[src/rtl/random_word_assembler_pkg.sv]
// Shared types and constants for the random word assembler.
// Optional feature macro: RANDOM_WORD_LFSR_MIX_EN (uses the LFSR constants below).
package random_word_pkg;

    typedef enum logic [2:0] {
        IDLE   = 3'd0,
        REQ    = 3'd1,
        WAIT   = 3'd2,
        SAMPLE = 3'd3,
        CHECK  = 3'd4,
        VALID  = 3'd5
    } state_t;

    localparam logic [7:0] LFSR_SEED    = 8'hA5;
    // Taps for x^8+x^6+x^5+x^4+1 in a right-shifting Fibonacci register
    localparam logic [7:0] LFSR_TAPS    = 8'hB8;
    localparam int         REJECT_CNT_W = 8;

    // Feedback bit: XOR of the tapped bits, shifted in at the MSB
    function automatic logic lfsr_feedback(input logic [7:0] q);
        return ^(q & LFSR_TAPS);
    endfunction

endpackage

[src/rtl/random_word_assembler_lfsr8.sv]
// 8-bit Fibonacci LFSR used to whiten the sampled random bits.
// Only exists when RANDOM_WORD_LFSR_MIX_EN is defined, so the default
// build carries no LFSR logic at all.
`ifdef RANDOM_WORD_LFSR_MIX_EN
module random_lfsr8
    import random_word_pkg::*;
(
    input  logic       clk,
    input  logic       reset,
    output logic [7:0] q
);

    logic [7:0] lfsr_r;

    // Free-running shift register, reloaded with the seed on reset
    always_ff @(posedge clk) begin
        if (reset) begin
            lfsr_r <= LFSR_SEED;
        end else begin
            lfsr_r <= {lfsr_feedback(lfsr_r), lfsr_r[7:1]};
        end
    end

    assign q = lfsr_r;

endmodule
`endif

[src/rtl/random_word_assembler.sv]
// Random word assembler: pulses the 1-bit random source, collects WIDTH
// samples MSB first, rejection-samples into [MIN_VAL, MAX_VAL] and hands
// accepted words over a valid/ready interface.
// Optional feature macro: RANDOM_WORD_LFSR_MIX_EN (XOR samples with an LFSR bit).
module random_word_assembler
    import random_word_pkg::*;
#(
    parameter int WIDTH         = 4,
    parameter int MIN_VAL       = 0,
    parameter int MAX_VAL       = 9,
    parameter int SETTLE_CYCLES = 2
) (
    input  logic                    clk,
    input  logic                    reset,
    input  logic                    start,
    output logic                    rand_rise,
    input  logic                    rand_bit,
    output logic                    busy,
    output logic                    out_valid,
    input  logic                    out_ready,
    output logic [WIDTH-1:0]        out_data,
    output logic [REJECT_CNT_W-1:0] reject_cnt
);

    localparam int IDX_W = (WIDTH > 1) ? $clog2(WIDTH) : 1;
    localparam int SET_W = (SETTLE_CYCLES > 2) ? $clog2(SETTLE_CYCLES) : 1;
    localparam logic [IDX_W-1:0]        IDX_LAST = IDX_W'(WIDTH - 1);
    localparam logic [SET_W-1:0]        SET_LAST = SET_W'(SETTLE_CYCLES - 1);
    localparam logic [WIDTH-1:0]        MIN_W    = WIDTH'(MIN_VAL);
    localparam logic [WIDTH-1:0]        MAX_W    = WIDTH'(MAX_VAL);
    localparam logic [REJECT_CNT_W-1:0] REJ_SAT  = {REJECT_CNT_W{1'b1}};

    // Parameter sanity: refuse to elaborate an impossible configuration
    if (WIDTH < 1 || WIDTH > 16) begin : g_bad_width
        $error("random_word_assembler: WIDTH must be 1..16");
    end
    if (MIN_VAL < 0 || MIN_VAL > MAX_VAL) begin : g_bad_min
        $error("random_word_assembler: MIN_VAL must be 0..MAX_VAL");
    end
    if (MAX_VAL >= (1 << WIDTH)) begin : g_bad_max
        $error("random_word_assembler: MAX_VAL must fit in WIDTH bits");
    end
    if (SETTLE_CYCLES < 2) begin : g_bad_settle
        $error("random_word_assembler: SETTLE_CYCLES must be at least 2");
    end

    state_t                    state_r;
    state_t                    state_s;
    logic [SET_W-1:0]          settle_cnt_r;
    logic [IDX_W-1:0]          idx_r;
    logic [WIDTH-1:0]          shreg_r;
    logic [WIDTH-1:0]          shift_s;
    logic                      sample_bit_s;
    logic                      ge_min_s;
    logic                      le_max_s;
    logic                      in_range_s;
    logic                      rand_rise_r;
    logic                      busy_r;
    logic                      out_valid_r;
    logic [WIDTH-1:0]          out_data_r;
    logic [REJECT_CNT_W-1:0]   reject_cnt_r;

`ifdef RANDOM_WORD_LFSR_MIX_EN
    logic [7:0] lfsr_s;

    random_lfsr8 u_lfsr (
        .clk   (clk),
        .reset (reset),
        .q     (lfsr_s)
    );

    assign sample_bit_s = rand_bit ^ lfsr_s[0];
`else
    assign sample_bit_s = rand_bit;
`endif

    // New sample enters at the LSB; a 1-bit word is just the sample
    if (WIDTH == 1) begin : g_shift_one
        assign shift_s = sample_bit_s;
    end else begin : g_shift_many
        assign shift_s = {shreg_r[WIDTH-2:0], sample_bit_s};
    end

    // Bounds that cover the whole WIDTH range are constant-true and skipped
    if (MIN_VAL == 0) begin : g_min_open
        assign ge_min_s = 1'b1;
    end else begin : g_min_cmp
        assign ge_min_s = (shreg_r >= MIN_W);
    end
    if (MAX_VAL == (1 << WIDTH) - 1) begin : g_max_open
        assign le_max_s = 1'b1;
    end else begin : g_max_cmp
        assign le_max_s = (shreg_r <= MAX_W);
    end
    assign in_range_s = ge_min_s & le_max_s;

    // State register
    always_ff @(posedge clk) begin
        if (reset) begin
            state_r <= IDLE;
        end else begin
            state_r <= state_s;
        end
    end

    // Next-state logic
    always_comb begin
        state_s = state_r;
        case (state_r)
            IDLE: begin
                if (start) begin
                    state_s = REQ;
                end else begin
                    state_s = IDLE;
                end
            end
            REQ: begin
                state_s = WAIT;
            end
            WAIT: begin
                if (settle_cnt_r == SET_LAST) begin
                    state_s = SAMPLE;
                end else begin
                    state_s = WAIT;
                end
            end
            SAMPLE: begin
                if (idx_r == IDX_LAST) begin
                    state_s = CHECK;
                end else begin
                    state_s = REQ;
                end
            end
            CHECK: begin
                if (in_range_s) begin
                    state_s = VALID;
                end else begin
                    state_s = REQ;
                end
            end
            VALID: begin
                if (out_valid_r && out_ready) begin
                    state_s = IDLE;
                end else begin
                    state_s = VALID;
                end
            end
            default: begin
                state_s = IDLE;
            end
        endcase
    end

    // Datapath: settle counter, bit index, shift register, word output and reject counter
    always_ff @(posedge clk) begin
        if (reset) begin
            settle_cnt_r <= {SET_W{1'b0}};
            idx_r        <= {IDX_W{1'b0}};
            shreg_r      <= {WIDTH{1'b0}};
            out_valid_r  <= 1'b0;
            out_data_r   <= {WIDTH{1'b0}};
            reject_cnt_r <= {REJECT_CNT_W{1'b0}};
        end else begin
            case (state_r)
                REQ: begin
                    settle_cnt_r <= {SET_W{1'b0}};
                end
                WAIT: begin
                    settle_cnt_r <= settle_cnt_r + SET_W'(1);
                end
                SAMPLE: begin
                    shreg_r <= shift_s;
                    if (idx_r != IDX_LAST) begin
                        idx_r <= idx_r + IDX_W'(1);
                    end
                end
                CHECK: begin
                    idx_r <= {IDX_W{1'b0}};
                    if (in_range_s) begin
                        out_data_r  <= shreg_r;
                        out_valid_r <= 1'b1;
                    end else if (reject_cnt_r != REJ_SAT) begin
                        reject_cnt_r <= reject_cnt_r + REJECT_CNT_W'(1);
                    end
                end
                VALID: begin
                    if (out_valid_r && out_ready) begin
                        out_valid_r <= 1'b0;
                    end
                end
                default: begin
                end
            endcase
        end
    end

    // Registered control outputs derived from the state being entered
    always_ff @(posedge clk) begin
        if (reset) begin
            rand_rise_r <= 1'b0;
            busy_r      <= 1'b0;
        end else begin
            rand_rise_r <= (state_s == REQ);
            busy_r      <= (state_s != IDLE);
        end
    end

    assign rand_rise  = rand_rise_r;
    assign busy       = busy_r;
    assign out_valid  = out_valid_r;
    assign out_data   = out_data_r;
    assign reject_cnt = reject_cnt_r;

endmodule

[config.mk]
export PLATFORM = sky130hd
export DESIGN_NAME = random_word_assembler
export DESIGN_NICKNAME = d
export VERILOG_FILES = /design/src/rtl/random_word_assembler_pkg.sv /design/src/rtl/random_word_assembler_lfsr8.sv /design/src/rtl/random_word_assembler.sv
export SDC_FILE = /design/constraint.sdc
export NUM_CORES = 1
export LEC_CHECK = 0
export ABC_CLOCK_PERIOD_IN_PS = 1600
export CORE_UTILIZATION = 46
export CTS_CLUSTER_DIAMETER = 200
export DETAILED_ROUTE_END_ITERATION = 7
export PLACE_DENSITY = 0.85
export SYNTH_ARGS = -nofsm -noshare
export SYNTH_HDL_FRONTEND = slang
export SYNTH_SLANG_ARGS = --single-unit
[constraint.sdc]
create_clock -name clk -period 1.6 [get_ports clk]
set_input_delay 0.4 -clock clk [delete_from_list [all_inputs] [get_ports clk]]
set_output_delay 0.4 -clock clk [all_outputs]
set_load 0.01 [all_outputs]
### Yosys cells after proc, flatten, opt, wreduce, memory -nomap -nowiden

Cells that the tools add are included.

* word-level logic and storage cells: 48
* output and inout port bits: 15
* register bits: 25
* input port bits: 5

* bitwise operators: 1
* magnitude comparators: 1
* equal/unequal tests: 12
* reductions and logical operators: 10
* add/subtract/negate cells: 3
* multiplexer cells: 12

Operators with widths (number)
* $pmux W3 S6: 1
* $mux W3: 3
* $add A8 B1 Y8 const B: 1
* $ne A2 B2 Y1 const B: 4
* $ne A8 B8 Y1 const B: 1
* $eq A3 B1 Y1 const B: 2
* $eq A3 B2 Y1 const B: 2
* $eq A3 B3 Y1 const B: 2
* $reduce_and A3 Y1: 2
* $reduce_bool A2 Y1: 3
* $le A4 B4 Y1 const B: 1
* $mux W1: 4
* $pmux W1 S2: 2
* $pmux W2 S2: 1
* $reduce_and A2 Y1: 2
* $logic_not A3 Y1: 1
* $reduce_bool A3 Y1: 1
* $add A2 B1 Y2 const B: 1
* $eq A2 B2 Y1 const B: 1
* $mux W2: 1
* $add A1 B1 Y1 const B: 1
* $logic_and A1 B1 Y1: 1
* $not A1 Y1: 1

### Longest topological paths before layout

Gate-level depths: netlist (run 1).

* word-level depth: 4
* depth in mapped cells: 5
* mapped depth without buffers: 5

### Least setup slack after synthesis (run 1)

Ideal clock, no wire load.

* kind: reg2reg
* start: register state_r[0]
* end: register reject_cnt_r[7], in the netlist reject_cnt[7]
* period minus slack after synthesis: 1.667 ns
* data required time: 1.479 ns
* stages on the path, launching flop included: 6
* buffers on the path: 1
* path slack: -0.067 ns
* setup time: 0.121 ns
* arrival time: 1.546 ns
* path through: dfxtp_1 -> buf_4 -> nor3b_4 -> o211ai_4 -> nor4_1 -> mux2_2

* word-level cells in the longest chain between the ends: 2

Ends and longest elaborated chain
* start, declared: RTL line random_word_assembler.sv:47 `state_t state_r;`
* start signal, assigned: RTL line random_word_assembler.sv:102 `state_r <= state_s;`
* $eq A3 B3 Y1: RTL line random_word_assembler.sv:164 `case (state_r)`
* $reduce_and A3 Y1 (no source line)
* end signal, assigned: RTL line random_word_assembler.sv:162 `reject_cnt_r <= {REJECT_CNT_W{1'b0}};`
* end signal, assigned: RTL line random_word_assembler.sv:183 `reject_cnt_r <= reject_cnt_r + REJECT_CNT_W'(1);`
* end, declared: RTL line random_word_assembler.sv:61 `logic [REJECT_CNT_W-1:0] reject_cnt_r;`

Every way passes these cells.
A chain may end at the register's enable or synchronous reset.

### Final worst setup path (run 1)

* start: register reject_cnt_r[1], in the netlist reject_cnt[1]
* end: register reject_cnt_r[5], in the netlist reject_cnt[5]

* word-level cells in the longest chain between the ends: 2
* elaborated cells on any way between the ends: 3
* classes of those cells: 1 x add/sub; 1 x eq/ne; 1 x reduce/logical

Ends and longest elaborated chain
* parallel branches: the longest is 2 deep, another holds $add A8 B1 Y8

Parallel ways; which one is timed is not known.

==> results.tsv, run 1 <==
stage	metric	value	unit
global_route	global route total overflow	0	
cts	Max Root-Sink Buffers	2	
global_route	pin count of the biggest net entering global routing	16	
sta	Final Slew Violations	0	
setup_path	Crit Path Category	reg2reg	
detailed_routing	Post-route DRC	0	
worst_hold_path	Hold Path Class	reg2reg	
synth	commonest cells in the netlist	dfxtp_1, nor2_1, a21oi_1	
synth	Post-synth EDFFs	0	
detailed_routing	initial drt markers	18	
synth	cell count after synthesis	126	
flow_run	reported max-cap violation count	0	
cts	TritonCTS buffer count	3	
sta	Tcrit/Tclk final	94.0	%
cts	clock sinks	25	
sta	Hold WS	0.481	ns
sta	final worst path period need	1.50	ns
cts	Worst-path clk slew	0.15	ns
setup_path	Crit-path slowest cell	or4_1	
setup_path	critical-path cell list	ha_1 > nand3_1 > o211ai_4 > or4_1 > a21oi_1	
setup_path	Worst Path Arrival	1.77	ns
placed_design	DP Area	0.00140	mm²
layout	antenna cells	0	
synth	post-synth top area cell	dfxtp_1	
sta	Final Setup Violations	0	
cts	H-tree depth	1	
sta	RSZ-0062 raised after global routing	no	
setup_path	CP max FO	5	
detailed_routing	wire length on met1	1.13	mm
sta	Final Worst Setup Slack	0.0965	ns
placed_design	RD Place Congestion	0.776	
global_route	GRT Util Overall	19.2	%
synth	Yosys top cell area share	44.4	%
detailed_routing	routed via count	1007	
detailed_routing	Routed WL	2.34	mm
synth	YS warnings	0	
floorplanning	DIE AREA	0.00265	mm²
synth	Synth area leaders	dfxtp_1, mux2i_1, a21oi_1, nor2_1, o21ai_0	
pwr	leak pwr	0.682	nW
layout	P&R area growth vs syn	31.3	%
layout	Final #Nets	166	
placed_design	PortBufs	19	
setup_path	CP top delay family	simple AND/OR/NAND/NOR gates	
sta	relative slew slack	75.4	%
cts	Post-CTS Hold Buffers	0	
cts	clock root cell	clkbuf_4	
synth	sequential area share after synthesis	44.4	%
sta	final hold violation count	0	
placed_design	worst slack, placed	-0.0123	ns
pwr	peak supply drop	0.000744	V
floorplanning	Placeable Area	0.00225	mm²
layout	fraction of layout cells with a size suffix above 1	22.2	%
global_route	first-pass GRT wire length	3.84	mm
setup_path	CP Buf/Inv Count	0	
layout	Final Instance Area	0.00148	mm²
setup_path	CP startpoint kind	flip-flop	
floorplanning	Die X	51.5	µm
placed_design	HPWL after DPL	1.59	mm
synth	Syn Area/Cell	8.95	µm²
synth	synthesized area	0.00113	mm²
synth	ys async rst share	0	%
cts	CTS tree	built	
synth	count leader, synth	dfxtp_1	
layout	FILL cells	204	
sta	maximum clock frequency	665	MHz
detailed_routing	Avg WL per Cell	12.6	µm
sta	clk_skew	0.00241	ns
detailed_routing	highest routed metal layer	met4	
detailed_routing	vias per inst	5.41	
global_route	vias in the first global route	869	
setup_path	FF-to-FF setup slack	0.1	ns
floorplanning	I/O pins	20	
pwr	pwr dens	716	mW/mm²
detailed_routing	Antenna Nets Post-Route	0	
setup_path	endpoint type of the worst setup path	flip-flop	
detailed_routing	First-pass DRT Iterations	4	
floorplanning	Initial Utilization	50.0	%
run_status	status	completed	
detailed_routing	met2 wire length	1.08	mm
detailed_routing	met3 wire length	102	µm
synth	number of synthesized register bits	25	
pwr	Overall Power	1.06	mW
floorplanning	row cnt	17	
synth	Netlist cell types	35	
floorplanning	Chip Height	51.5	µm
synth	Main synth FF type	dfxtp_1	
synth	syn nets	133	
sta	Tightest Pin Transition	0.366	ns
cts	clock latency at the later pin of the worst-skew pair	0.33	ns
global_route	initial antenna violation count	0	
setup_path	WP data required	1.87	ns
setup_path	slowest stage delay, CP	0.42	ns
[worst reg2reg max path, cell delays in order, from the launching register on]
cell      delay [ns]
dfxtp_2         0.37
ha_1            0.21
nand3_1         0.18
o211ai_4        0.12
or4_1           0.42
a21oi_1         0.15
[routing by layer]
metal / up-vias / global-route usage (%)
li1: 517 / -
met2: 24 / 31.0
met1: 463 / 25.6
met5: - / 0
met3: 3 / 3.51
met4: 0 / 6.76
[state kept, by name, indices dropped and copies added (netlist names)]
register      cells
idx_r             2
state_r           3
reject_cnt        8
busy              1
settle_cnt_r      1
out_valid         1
out_data          4
shreg_r           4
rand_rise         1
[cell families (layout without fill, tap and decap cells)]
| logic type | count (synthesis) | in the layout | share of synthesized area (%) |
|---|---|---|---|
| simple gates | 50 | 50 | 23.3 |
| xor+xnor | 4 | 4 | 3.11 |
| compound gates | 28 | 29 | 16.2 |
| fa+ha+maj | 2 | 2 | 2.22 |
| mux | 7 | 7 | 6.33 |
| flops | 25 | 25 | 44.4 |
| buf+inv | 10 | 41 | 4.44 |
[layout by cell type, fill, tap and decap left out, types with 2 or more instances in the layout]
master | synthesis | layout
dfxtp_1 | 25 | 15
dlygate4sd2_1 | 0 | 13
buf_4 | 1 | 13
nor2_1 | 12 | 12
a21oi_1 | 11 | 11
nand2_1 | 10 | 10
o21ai_0 | 8 | 8
dfxtp_2 | 0 | 7
mux2i_1 | 6 | 6
nor3_1 | 6 | 6
inv_1 | 5 | 5
nand3_1 | 4 | 4
clkdlybuf4s50_1 | 0 | 4
nor2b_1 | 4 | 3
or3_1 | 3 | 3
nand3b_1 | 3 | 3
clkbuf_4 | 0 | 3
dfxtp_4 | 0 | 3
nand4_1 | 2 | 2
o31ai_1 | 2 | 2
xor2_1 | 2 | 2
xnor2_1 | 2 | 2
ha_1 | 2 | 2
dlymetal6s2s_1 | 0 | 2
[final cells by class]
type | instances | area, µm² | share of cell area, %
tap | 28 | 35.0 | 2.37
timing repair buffer | 32 | 277 | 18.7
inverter | 5 | 18.8 | 1.27
clock inverter | 1 | 7.51 | 0.507
clock buffer | 3 | 22.5 | 1.52
multi-input combinational | 92 | 599 | 40.5
sequential | 25 | 520 | 35.2
[through the flow]
step | instances | TNS [ns] | util (%)
3_5_place_dp | 178 | -0.0123 | 62.2
3_3_place_gp | 178 | 0 | 62.2
2_1_floorplan | 126 | 0 | -
4_1_cts | 184 | 0 | 64.4
6_report | 186 | 0 | 65.6
5_1_grt | 186 | 0 | 65.6
[power breakdown]
| part | switching (mW) | internal (mW) | leakage (nW) |
|---|---|---|---|
| combinational | 0.0536 | 0.0553 | 0.459 |
| clock | 0.208 | 0.0958 | 0.0139 |
| sequential | 0.0114 | 0.635 | 0.208 |
[path summary, 6_finish.rpt]
kind                      start  depth (start not counted)             to
hold reg to reg     out_data[2]                          2    out_data[2]
setup / recovery  reject_cnt[1]                          5  reject_cnt[5]
setup reg to reg  reject_cnt[1]                          5  reject_cnt[5]
hold / removal      out_data[2]                          2    out_data[2]
[repair_timing]
| action | CTS | global route |
|---|---|---|
| setup buffers | 2 | 1 |
| resized for setup | 26 | 4 |
| gates cloned | 0 | 1 |
| endpoints found under the setup margin | 13 | 7 |
| pin swaps | 0 | 2 |
Power figures use the tool's default switching activity.
==> run 2: changes to the inputs <==
- ABC_AREA: default -> 0
- CTS_CLUSTER_DIAMETER: 200 -> 60
- SKIP_LAST_GASP: default -> 1
==> run 2 against run 1 <==
  * Global-route usage fell by 0.062 points
  * Critical path depth stayed put
  * Routed wire length decreased by 0.81%
  * Fmax rose by 0.28%
  * Register-to-register slack is essentially flat
  * Combinational power hardly changed
  * Sequential share of layout area shrank 0.089 points
  * Clock power down 1%
  * Worst setup slack improved by 0.0043 ns
  * Critical endpoint unchanged
==> results.tsv, run 2 (synthesis results as in run 1) <==
stage	metric	value	unit	change
sta	Tcrit/Tclk final	93.7	%	-0.27 points
global_route	initial antenna violation count	0		unchanged
layout	storage element area	520	µm²	unchanged
pwr	pwr dens	711	mW/mm²	-0.64%
cts	clock latency at the later pin of the worst-skew pair	0.33	ns	about the same
layout	P&R area growth vs syn	31.6	%	
sta	final hold violation count	0		unchanged
cts	Max Root-Sink Buffers	2		unchanged
pwr	Overall Power	1.05	mW	-0.39%
cts	H-tree depth	1		unchanged
floorplanning	DIE AREA	0.00265	mm²	unchanged
layout	FILL cells	204		unchanged
detailed_routing	vias per inst	5.42		about the same
cts	CTS tree	built		
setup_path	Critical Path End	reject_cnt[5]		
floorplanning	Die X	51.5	µm	unchanged
setup_path	WP data required	1.87	ns	about the same
setup_path	endpoint type of the worst setup path	flip-flop		
setup_path	CP startpoint kind	flip-flop		
sta	clk_skew	0.00388	ns	+0.00146 ns
setup_path	critical-path cell list	ha_1 > nand3_1 > o211ai_4 > or4_1 > a21oi_1		
global_route	first-pass GRT wire length	3.82	mm	-0.36%
layout	max FFs per register	8		unchanged
worst_hold_path	hold path cells	2		unchanged
cts	Worst-path clk slew	0.14	ns	about the same
pwr	leak pwr	0.695	nW	+2.0%
placed_design	PortBufs	19		unchanged
sta	maximum clock frequency	667	MHz	+0.28%
flow_run	reported max-cap violation count	0		unchanged
detailed_routing	Antenna Nets Post-Route	0		unchanged
detailed_routing	initial drt markers	19		+1
placed_design	RD Place Congestion	0.776		unchanged
cts	TritonCTS buffer count	3		unchanged
global_route	pin count of the biggest net entering global routing	16		unchanged
sta	final worst path period need	1.50	ns	-0.00425 ns
setup_path	Worst Path Arrival	1.77	ns	about the same
sta	Tightest Pin Transition	0.366	ns	unchanged
setup_path	CP max FO	5		unchanged
placed_design	HPWL after DPL	1.59	mm	unchanged
detailed_routing	Avg WL per Cell	12.5	µm	-0.81%
run_status	status	completed		
layout	Multi-input gate area	599	µm²	unchanged
detailed_routing	Post-route DRC	0		unchanged
sta	Final Slew Violations	0		unchanged
layout	antenna cells	0		unchanged
setup_path	slowest stage delay, CP	0.42	ns	about the same
sta	RSZ-0062 raised after global routing	no		
worst_hold_path	Hold Path Class	reg2reg		
floorplanning	row cnt	17		unchanged
layout	commonest non-fill, non-tap cell in the layout	dfxtp_1		
setup_path	worst reg2reg startpoint	reject_cnt[1]		
global_route	global route total overflow	0		unchanged
pwr	peak supply drop	0.000744	V	about the same
setup_path	reg2reg end	reject_cnt[5]		
placed_design	worst slack, placed	-0.0123	ns	unchanged
floorplanning	Initial Utilization	50.0	%	unchanged
global_route	GRT Util Overall	19.1	%	-0.062 points
layout	fraction of layout cells with a size suffix above 1	22.2	%	unchanged
floorplanning	Placeable Area	0.00225	mm²	unchanged
setup_path	Worst R2R Path Depth	5		unchanged
detailed_routing	Routed WL	2.32	mm	-0.81%
setup_path	Crit-path slowest cell	or4_1		
cts	clock sinks	25		unchanged
sta	Final Worst Setup Slack	0.101	ns	+0.00425 ns
setup_path	FF-to-FF setup slack	0.10	ns	about the same
global_route	vias in the first global route	871		+0.23%
sta	relative slew slack	75.4	%	unchanged
layout	most frequent cells in the layout	dfxtp_1, buf_4, nor2_1, dlygate4sd2_1, a21oi_1		
cts	clock root cell	clkbuf_4		
setup_path	CP startpoint	reject_cnt[1]		
detailed_routing	routed via count	1008		+0.099%
layout	Final #Nets	166		unchanged
detailed_routing	First-pass DRT Iterations	5		+1
setup_path	Crit Path Category	reg2reg		
sta	Final Setup Violations	0		unchanged
cts	Post-CTS Hold Buffers	0		unchanged
floorplanning	I/O pins	20		unchanged
floorplanning	Chip Height	51.5	µm	unchanged
[run 2: worst min-delay path by stage]
stage / from / end / slack (ns)
floorplan: shreg_r[0] / out_data[0] / 0.44
global placement: shreg_r[0] / out_data[0] / 0.46
detailed placement: shreg_r[0] / out_data[0] / 0.46
CTS: shreg_r[0] / out_data[0] / 0.48
global route: out_data[2] / out_data[2] / 0.51
finish: out_data[2] / out_data[2] / 0.48
[run 2: critical path, delay by kind of cell, from the launching register on]
kind | cells | cell delay, ns
AO/OA/AOI/OAI | 2 | 0.27
AND/OR/NAND/NOR | 2 | 0.59
flip-flops | 1 | 0.37
adder cells (fa/ha/maj) | 1 | 0.21
[run 2: routing by layer]
layer	track usage [%]	part of all wire, %	vias up
met5	0	0	-
met4	6.76	1.1	0
met3	3.51	5.2	3
met2	30.7	46	30
met1	25.6	48	458
li1	-	-	517
[run 2: final cells by class]
| cell class | count | share of cell area, % |
|---|---|---|
| clock inverters | 1 | 0.506 |
| multi-input cells | 92 | 40.4 |
| inverters | 5 | 1.26 |
| clock buffers | 3 | 1.52 |
| well taps | 28 | 2.36 |
| flip-flops and latches | 25 | 35.1 |
| repair buffers | 32 | 18.9 |
[run 2: stage by stage]
stage               hold WS [ns]  TNS, ns  area, µm²  std cells  util, %
floorplan                  0.444        0       1130        126        -
global placement           0.456        0       1400        178     62.2
detailed placement         0.464  -0.0123       1400        178     62.2
CTS                        0.483   -0.108       1450        184     64.3
global route               0.511        0       1480        186     65.8
finish                     0.481        0       1480        186     65.8
[run 2: report_power, final]
part,leakage [nW],internal [mW],switching [mW]
Clock,0.0139,0.0958,0.204
Combinational,0.473,0.0553,0.0535
Sequential,0.208,0.635,0.0115
[run 2: repair_timing]
| action | CTS | global route |
|---|---|---|
| pin swaps | 0 | 2 |
| cloned | 0 | 1 |
| buffers inserted | 2 | 1 |
| resized for setup | 24 | 6 |
| endpoints found under the setup margin | 13 | 8 |
==> RTL change 1: new RTL, flow settings as in run 1 <==
Change the package constant `REJECT_CNT_W` from 8 to 10.
--- a/src/rtl/random_word_assembler_pkg.sv
+++ b/src/rtl/random_word_assembler_pkg.sv
@@ -15,5 +15,5 @@
     // Taps for x^8+x^6+x^5+x^4+1 in a right-shifting Fibonacci register
     localparam logic [7:0] LFSR_TAPS    = 8'hB8;
-    localparam int         REJECT_CNT_W = 8;
+    localparam int         REJECT_CNT_W = 10;
 
     // Feedback bit: XOR of the tapped bits, shifted in at the MSB
Ports: changed (resized reject_cnt); port bits go from 20 to 22. The function was not compared with the original's and may differ.
==> RTL change 1 against run 1 <==
  * Hold slack got worse by 6.3 ps
  * Clock power increased by 5%
  * Worst setup slack got worse by 33 ps
  * Cell area increased by 16%
  * Maximum frequency decreased by 2.2%
  * First-iteration DRC count increased by 94%
  * Core utilization increased by 1.7 points
  * Global-route usage increased by 3.9 points
  * Synthesized area increased by 13%
  * Total power increased by 6.6%
  * Routed wire length increased by 30%
  * Synthesized cell count increased by 17%
  * Sequential cell count increased by 2
  * Critical endpoint is now reject_cnt[4]
  * Largest cell class unchanged
==> RTL change 1: results (changes against run 1) <==
| Metric | Value |
|---|---|
| Status | `complete, no violations` |
| Post-Syn Nets | `155 (+17%)` |
| Detailed Route Iter0 Violations | `35 (+17)` |
| WHS Endpoint | `out_data[1]` |
| Core Util, Final | `0.673 (+0.0166)` |
| Worst Max-Slew Pin Slew | `333 ps (-33.0 ps)` |
| Gr usage total | `0.231 (+0.0395)` |
| Synth area leaders | `dfxtp_1, a21oi_1, mux2i_1, nand2_1, o21ai_0` |
| Largest net degree at the start of global routing | `27 (+11)` |
| Post-DP HPWL | `2100 um (+32%)` |
| Placed insts | `206 (+16%)` |
| Worst VDD drop | `0.000591 V (-21%)` |
| Worst R2R End | `reject_cnt[4]` |
| Register area share after synthesis | `0.424 (-0.0200)` |
| Pre-CTS WS | `-77.7 ps (-65.4 ps)` |
| Layout cell share with drive strength beyond 1 | `0.281 (+0.0596)` |
| Worst-case hold slack | `475 ps (-6.30 ps)` |
| Critical Path AT | `1810 ps (+40 ps)` |
| Synth Instances | `148 (+17%)` |
| Max reg flops | `10 (+2)` |
| Worst Skew | `13.6 ps (+11.2 ps)` |
| Yosys cell types | `38 (+8.6%)` |
| Worst-path maximum fanout | `14 (+9)` |
| Routed WL | `3040 um (+30%)` |
| Via/cell ratio | `5.87 (+8.3%)` |
| R2R depth | `6 (+1)` |
| Vias in the first global route | `1140 (+31%)` |
| Post-DP Area | `1610 um2 (+15%)` |
RTL change 1: power breakdown:
part | total, uW | internal (uW) | switching (uW)
Sequential | 699 | 686 | 12.7
Combinational | 112 | 54.1 | 58.4
Clock | 318 | 95.8 | 222
RTL change 1: timing repair:
action,CTS,global route
pin swaps,0,2
buffers inserted,5,0
resized for setup,32,10
setup endpoints to repair,19,6
RTL change 1: worst max path at each step:
stage / startpoint / to / slack [ps] / cells after the start
final: reject_cnt[0] / reject_cnt[4] / 60 / 6
after detailed placement: out_ready / rand_rise / -80 / 5
after global placement: out_ready / rand_rise / -2 / 5
after floorplan: state_r[1] / reject_cnt[2] / 50 / 5
after CTS: reject_cnt[4] / reject_cnt[5] / 0.9 / 6
after global routing: reject_cnt[8] / reject_cnt[4] / 6 / 6
RTL change 1: area by class of cell:
class / instances / share of cell area
repair buffers: 41 / 0.205
clock buffers: 3 / 0.0131
inverters: 4 / 0.00877
multi-input cells: 109 / 0.416
flip-flops and latches: 27 / 0.330
clock inverters: 1 / 0.00438
well taps: 30 / 0.0219
RTL change 1: metal layers:
layer	GRT usage	vias to the layer above	part of all wire
li1	-	622	-
met1	0.298	603	0.44
met2	0.384	32	0.51
met3	0.0250	4	0.036
met4	0.103	0	0.0082
met5	0	-	0
RTL change 1: worst max-delay path: stages, from the launching register on:
cell and delay [ps]:
dfxtp_2 350, ha_2 200, nand2_2 90, nor3_2 40, buf_4 170, or4_1 470, a21oi_1 150
RTL change 1: cell families after synthesis:
group,count (synthesis),share of synthesized area
adder cells (fa/ha/maj),2,0.0196
buffers and inverters,12,0.0432
AO/OA/AOI/OAI,45,0.223
AND/OR/NAND/NOR,55,0.237
flip-flops,27,0.424
multiplexers,5,0.0393
XOR/XNOR,2,0.0137
==> RTL change 2: new RTL, settings of run 1 <==
Without the edit above. Encoding of `state_t`: now one-hot (6 bits for 6 states).
--- a/src/rtl/random_word_assembler_pkg.sv
+++ b/src/rtl/random_word_assembler_pkg.sv
@@ -3,11 +3,11 @@
 package random_word_pkg;
 
-    typedef enum logic [2:0] {
-        IDLE   = 3'd0,
-        REQ    = 3'd1,
-        WAIT   = 3'd2,
-        SAMPLE = 3'd3,
-        CHECK  = 3'd4,
-        VALID  = 3'd5
+    typedef enum logic [5:0] {
+        IDLE   = 6'b000001,
+        REQ    = 6'b000010,
+        WAIT   = 6'b000100,
+        SAMPLE = 6'b001000,
+        CHECK  = 6'b010000,
+        VALID  = 6'b100000
     } state_t;
 
Check against the original RTL: no difference found for any inputs over 10 cycles, from zero or initial values and one cycle with reset high; not proved beyond that.
==> RTL change 2 against run 1 <==
  * Die area rose by 15%
  * Cell area rose by 33%
  * Routed wire length rose by 78%
  * Sequential cell count rose by 3
  * Largest power group unchanged
  * Clock power fell by 3%
  * First-iteration DRC count rose to 3.2 times the old value
  * Critical endpoint is now reject_cnt[0]
  * Synthesized area rose by 16%
  * The flow now finishes with violations (negative setup slack)
  * Worst setup slack got worse by 630 ps
  * Via count rose by 40%
  * Total power rose by 11%
==> RTL change 2: results (changes against run 1) <==
| Metric | Value |
|---|---|
| Placed insts | `219 (+23%)` |
| WL met1 | `1600 um (+42%)` |
| Vias after detailed routing | `1407 (+40%)` |
| Final setup fails | `26 (+26)` |
| # Post-CTS Setup Buffers | `4 (+2)` |
| Gr usage total | `0.261 (+0.0692)` |
| Nets@finish | `208 (+25%)` |
| Status | `finished with violations` |
| Worst-path maximum fanout | `10 (+5)` |
| Global-route wire length before repair | `6180 um (+61%)` |
| Vias in the first global route | `1330 (+53%)` |
| Commonest cells in the netlist | `dfxtp_1, a21oi_1, nor2_1` |
| Detailed Route Iter0 Violations | `57 (+39)` |
| Synth area leaders | `dfxtp_1, a21oi_1, nor2_1, nor3_1, mux2i_1` |
| Failing checks | `negative setup slack` |
| Routing usage on met2 | `0.477 (+0.167)` |
| Fin Setup TNS | `-8090 ps (-8090 ps)` |
| CP max stage delay | `530 ps (+110 ps)` |
| Detailed route wirelength on metal2 | `2180 um (+100%)` |
| Met3 WL | `238 um (+130%)` |
| Layout cell share with drive strength beyond 1 | `0.402 (+0.180)` |
| Crit Reg-Reg Startpoint | `state_r[3]` |
| Worst setup margin | `-535 ps (-632 ps)` |
| Critical Path AT | `2410 ps (+640 ps)` |
| Pre-CTS WS | `-485 ps (-473 ps)` |
| Final Non-Filler Cells | `229 (+23%)` |
| # resized after CTS | `46 (+77%)` |
| Register area share after synthesis | `0.430 (-0.0144)` |
| RePlAce Congestion | `0.882 (+14%)` |
| GR Util met3 | `0.0328 (-0.00230)` |
## RTL change 2: logic make-up (layout without fill, tap and decap cells)
family / after synthesis / in the layout / share of synthesized area
AND/OR/NAND/NOR: 65 / 65 / 0.280
adder cells (fa/ha/maj): 2 / 2 / 0.0192
multiplexers: 5 / 5 / 0.0384
buffers and inverters: 12 / 62 / 0.0441
flip-flops: 28 / 28 / 0.430
AO/OA/AOI/OAI: 35 / 35 / 0.175
XOR/XNOR: 2 / 2 / 0.0134
## RTL change 2: final cells by class
type / instances / area, um2 / area share
flip-flops and latches: 28 / 582 / 0.295
clock buffers: 3 / 22.5 / 0.0114
inverters: 3 / 11.3 / 0.00571
multi-input cells: 109 / 828 / 0.420
well taps: 30 / 37.5 / 0.0190
repair buffers: 56 / 489 / 0.248
## RTL change 2: report_power, final
group	total (uW)	leakage, uW	internal, uW	switching [uW]
clock	296	0.0000138	88.8	207
sequential	716	0.000233	706	10.1
combinational	168	0.000560	81.1	86.5
total	1180	0.000806	876	304
